--- config.mk ---
export PLATFORM = sky130hd
export DESIGN_NAME = alu_issue_queue
export DESIGN_NICKNAME = d
export VERILOG_FILES = /design/src/rtl/alu_issue_queue.sv
export SDC_FILE = /design/constraint.sdc
export NUM_CORES = 1
export LEC_CHECK = 0
export ABC_CLOCK_PERIOD_IN_PS = 6080
export BUFFER_PORTS_ARGS = -buffer_cell sky130_fd_sc_hd__buf_2
export CAP_MARGIN = 20
export CORE_UTILIZATION = 60
export DETAILED_ROUTE_END_ITERATION = 6
export PLACE_DENSITY = 0.79
export SLEW_MARGIN = 0
export SYNTH_ARGS = -nofsm -noshare
export SYNTH_HDL_FRONTEND = slang
export SYNTH_SLANG_ARGS = --single-unit
--- constraint.sdc ---
create_clock -name clk -period 6.08 [get_ports clk]
set_input_delay 0.304 -clock clk [delete_from_list [all_inputs] [get_ports clk]]
set_output_delay 0.304 -clock clk [all_outputs]
set_load 0.05 [all_outputs]
--- src/rtl/alu_issue_queue.sv ---
// Tagged ALU request FIFO feeding a combinational alu, with a registered result slot.
// Optional signed-overflow flag is built only when ALU_OVF_EN is defined.

module alu (
  input  logic [31:0] A,
  input  logic [31:0] B,
  input  logic [2:0]  ALUop,
  output logic [31:0] C
);
  always_comb begin
    C = '0;
    case (ALUop)
      3'b000:  C = A + B;
      3'b001:  C = A - B;
      3'b010:  C = A & B;
      3'b011:  C = A | B;
      3'b100:  C = A >> B[4:0];
      3'b101:  C = 32'($signed(A) >>> B[4:0]);
      default: C = '0;
    endcase
  end
endmodule

module alu_issue_queue #(
  parameter int DEPTH = 4,
  parameter int TAG_W = 4,
  parameter int CNT_W = 3
) (
  input  logic             clk,
  input  logic             rst_n,
  input  logic             in_valid,
  output logic             in_ready,
  input  logic [31:0]      in_a,
  input  logic [31:0]      in_b,
  input  logic [2:0]       in_op,
  input  logic [TAG_W-1:0] in_tag,
  output logic             out_valid,
  input  logic             out_ready,
  output logic [31:0]      out_c,
  output logic [TAG_W-1:0] out_tag,
  output logic             out_ovf,
  output logic [CNT_W-1:0] fifo_cnt
);
  localparam int PTR_W = $clog2(DEPTH);

  logic [31:0]      a_mem   [DEPTH];
  logic [31:0]      b_mem   [DEPTH];
  logic [2:0]       op_mem  [DEPTH];
  logic [TAG_W-1:0] tag_mem [DEPTH];

  logic [PTR_W-1:0] wr_ptr, rd_ptr;
  logic             push, pop, fifo_empty;
  logic [31:0]      head_a, head_b, alu_c;
  logic [2:0]       head_op;

  // Handshakes: a transfer happens on a rising edge where valid && ready.
  // in_ready is registered-state only (fifo_cnt), so a full FIFO refuses a
  // push even in a cycle that pops; the slot reloads whenever it is empty or
  // being drained in the same cycle.
  assign in_ready   = (fifo_cnt != CNT_W'(DEPTH));
  assign fifo_empty = (fifo_cnt == '0);
  assign push       = in_valid && in_ready;
  assign pop        = !fifo_empty && (!out_valid || out_ready);

  assign head_a  = a_mem[rd_ptr];
  assign head_b  = b_mem[rd_ptr];
  assign head_op = op_mem[rd_ptr];

  always_ff @(posedge clk) begin
    if (push) begin
      a_mem[wr_ptr]   <= in_a;
      b_mem[wr_ptr]   <= in_b;
      op_mem[wr_ptr]  <= in_op;
      tag_mem[wr_ptr] <= in_tag;
    end
  end

  always_ff @(posedge clk or negedge rst_n) begin
    if (!rst_n) begin
      wr_ptr   <= '0;
      rd_ptr   <= '0;
      fifo_cnt <= '0;
    end else begin
      if (push) wr_ptr <= wr_ptr + PTR_W'(1);
      if (pop)  rd_ptr <= rd_ptr + PTR_W'(1);
      if (push && !pop)      fifo_cnt <= fifo_cnt + CNT_W'(1);
      else if (!push && pop) fifo_cnt <= fifo_cnt - CNT_W'(1);
    end
  end

  alu u_alu (
    .A     (head_a),
    .B     (head_b),
    .ALUop (head_op),
    .C     (alu_c)
  );

  always_ff @(posedge clk or negedge rst_n) begin
    if (!rst_n) begin
      out_valid <= 1'b0;
      out_c     <= '0;
      out_tag   <= '0;
    end else if (pop) begin
      out_valid <= 1'b1;
      out_c     <= alu_c;
      out_tag   <= tag_mem[rd_ptr];
    end else if (out_ready) begin
      out_valid <= 1'b0;
    end
  end

`ifdef ALU_OVF_EN
  logic head_ovf;

  // Overflow is judged against the sign of A for both add and subtract.
  always_comb begin
    head_ovf = 1'b0;
    case (head_op)
      3'b000:  head_ovf = (head_a[31] == head_b[31]) && (alu_c[31] != head_a[31]);
      3'b001:  head_ovf = (head_a[31] != head_b[31]) && (alu_c[31] != head_a[31]);
      default: head_ovf = 1'b0;
    endcase
  end

  always_ff @(posedge clk or negedge rst_n) begin
    if (!rst_n)   out_ovf <= 1'b0;
    else if (pop) out_ovf <= head_ovf;
  end
`else
  assign out_ovf = 1'b0;
`endif

endmodule

==> out/qor.yml <==
post-cts-setup-buffer-count: 0
crit_path_max_incr_delay_ns: 0.77
rsz0062_at_grt: "false"
nFillCells: 1962
seq_area_frac_synth_pct: 56.8
final_nets: 1564
drv_slew: 0
cp.arrival_ns: 6.04
dr.pass1.iters: 5
worst_r2r_endpoint: "out_c[27]"
crit_buf_inv: 0
crit_chain: "mux4_2, nor4_1, nor2b_1, nor2b_1, and2_1, a21oi_1, xnor2_1, ha_1, a211oi_1, o21bai_1, a21o_1, a21o_1, or2_2, a31oi_1, o21a_1, o211ai_1, a31oi_1"
ys.flop_type: "edfxtp_1"
io_buffers: 115
clk_pin_slew_ns: 0.07
cts_buffer_depth: 3
finalCriticalPeriod_ns: 5.58
yosys.area.top_type: "edfxtp_1"
grt_pass1_wl_um: 70100
numCtsBuffers: 34
setup_violations: 0
ys_async_sr_fraction_pct: 13.4
dpl.hpwl_um: 32900
die_area_um2: 28900
fin_crit_sh_pct: 91.9
routed_wl_um: 47200
postCtsResizedCells: 0
gr-total-overflow: 0
hold_end: "a_mem[3][19]"
synth_common_cells: "284 x edfxtp_1, 125 x nand2_1, 89 x o21ai_0"
io_pins: 117
status: "completed"
rr_worst_depth: 17
min_from: "in_a[19]"
core_area_um2: 27800
clock_sinks: 328
worstSetupStartpointType: "flip-flop"
yosysTopAreaCellShare_pct: 50.3
cp.required_ns: 6.53
vias: 12016
syn_inst: 1283
antenna_found_initial: 4
area_growth_pct: 15.4
synth.area.top_cells: "edfxtp_1 50%, mux4_2 8.5%, dfrtp_1 6.5%"
vias_per_cell: 6.48
cpMaxStageDelayCell: "nor4_1"
place.gp.congestion: 1.03
grt_usage_pct: 33.3
whs_path_depth: 1
path_max_fanout: 18
die_h_um: 170
syn_area_per_cell_um2: 13.2
hold_violations: 0
die_width_um: 170
rows: 61
clock_latency_ns: 0.53
yosysUniqueCellTypes: 76
initial_core_util_pct: 61.0
layout-drive-gt1-share_pct: 20.2
clockRootBuffer: "clkbuf_16"
finalClockSkew_ns: 0.0225
h-tree-depth: 2
critPathTopFamily: "simple AND/OR/NAND/NOR gates"
fmax_mhz: 179
drc: 0
syn_nets: 1399
synth_seq_cells: 328
grt_max_degree: 63
grt_pass1_vias: 11466
hold_path.class: "primary input to flip-flop"
setup_tns_ns: 0
max_cap_viol_count: 0
synth-edff-count: 284
slew-limit-headroom_pct: 26.6
fin_util_pct: 70.4
end_kind: "flip-flop"
worst_pin_slew_ns: 1.10
antenna_left: 0
avgRoutedWirePerCell_um: 25.4
rrSetupSlack_ns: 0.50
synth_most_common_cell: "edfxtp_1"
yosys_warnings: 0
cts_tree: "done"
r2r-start: "rd_ptr[0]"
drtIter0Drc: 1328
syn_area_um2: 16900
critPathKind: "flip-flop to flip-flop"
layout by cell type, fill, tap and decap left out, types with 18 or more instances in the layout:
cell type	Yosys	final
a21o_1	18	18
o21ai_0	89	89
a21oi_1	85	85
inv_1	20	20
ha_1	39	39
buf_4	6	33
xnor2_1	34	34
mux2_2	20	20
dlygate4sd3_1	0	52
dfrtp_1	44	42
xor2_1	26	26
clkbuf_16	0	35
maj3_1	24	24
buf_2	13	115
nand2_1	125	125
mux2i_1	49	49
nor2_1	81	81
edfxtp_1	284	284
mux4_2	64	65
area by class of cell:
class,instances,area [um^2],area share (%)
clock inverter,20,170,0.870
clock buffer,41,898,4.59
multi-input combinational,862,6910,35.3
antenna,2,5.00,0.0256
tap,378,473,2.42
inverter,20,75.1,0.384
sequential,328,9640,49.3
timing repair buffer,202,1380,7.08
kinds of logic after synthesis:
group	share of synthesized area, %
DFF	56.8
xor gates and xnor gates	3.10
adders and majority gates	4.53
muxes	13.8
buffers and inverters	2.47
other	0.0221
and+or+nand+nor	7.27
AOI/OAI and AO/OA	11.9
worst max path at each step:
stage                   start         to  slack [ns]  cells after the start
floorplan           rd_ptr[0]  out_c[23]        1.07                     25
global placement    rd_ptr[0]  out_c[31]        0.63                     17
detailed placement  rd_ptr[0]  out_c[26]        0.61                     16
CTS                 rd_ptr[0]  out_c[26]        0.57                     16
global route        rd_ptr[0]  out_c[27]        0.21                     18
finish              rd_ptr[0]  out_c[27]        0.50                     17
metrics by stage:
stage / std cells / hold slack [ns] / instance area (um^2) / setup slack [ns]
after floorplan: 1283 / 0.00841 / 16900 / 1.07
after global placement: 1737 / 0.455 / 17900 / 0.635
after detailed placement: 1737 / 0.469 / 17900 / 0.605
after CTS: 1849 / 0.000308 / 19500 / 0.569
after global routing: 1851 / 0.00997 / 19500 / 0.208
final: 1853 / 0.0110 / 19600 / 0.495
layer usage:
layer	wire length [um]	share of wire [%]	vias up	global-route usage, %
li1	-	-	5327	-
met3	4580	9.7	130	6.28
met2	21600	46	738	51.8
met5	56	0.12	-	0
met1	18800	40	5819	46.3
met4	2100	4.5	2	14.1
what timing repair did:
action,4_1_cts,5_1_grt
endpoints found under the setup margin,0,0
endpoints found under the hold margin,233,4
hold buffers,51,1
state kept, by name, summed over array words and instances (netlist names):
| name | cells |
|---|---|
| op_mem | 12 |
| tag_mem | 16 |
| fifo_cnt | 3 |
| rd_ptr | 2 |
| b_mem | 128 |
| out_c | 32 |
| out_tag | 4 |
| out_valid | 1 |
| a_mem | 128 |
| wr_ptr | 2 |
worst reg2reg max path, cell delays in order (launching register included):
cell      delay [ns]
dfrtp_4         0.64
mux4_2          0.66
nor4_1          0.77
nor2b_1         0.35
nor2b_1         0.28
and2_1          0.20
a21oi_1         0.09
xnor2_1         0.13
ha_1            0.36
a211oi_1        0.24
o21bai_1        0.13
a21o_1          0.19
a21o_1          0.19
or2_2           0.34
a31oi_1         0.38
o21a_1          0.19
o211ai_1        0.16
a31oi_1         0.20
Power is left out: the tool's default activity adds up to more than one toggle a clock period on the data nets, which glitch-free logic cannot reach.
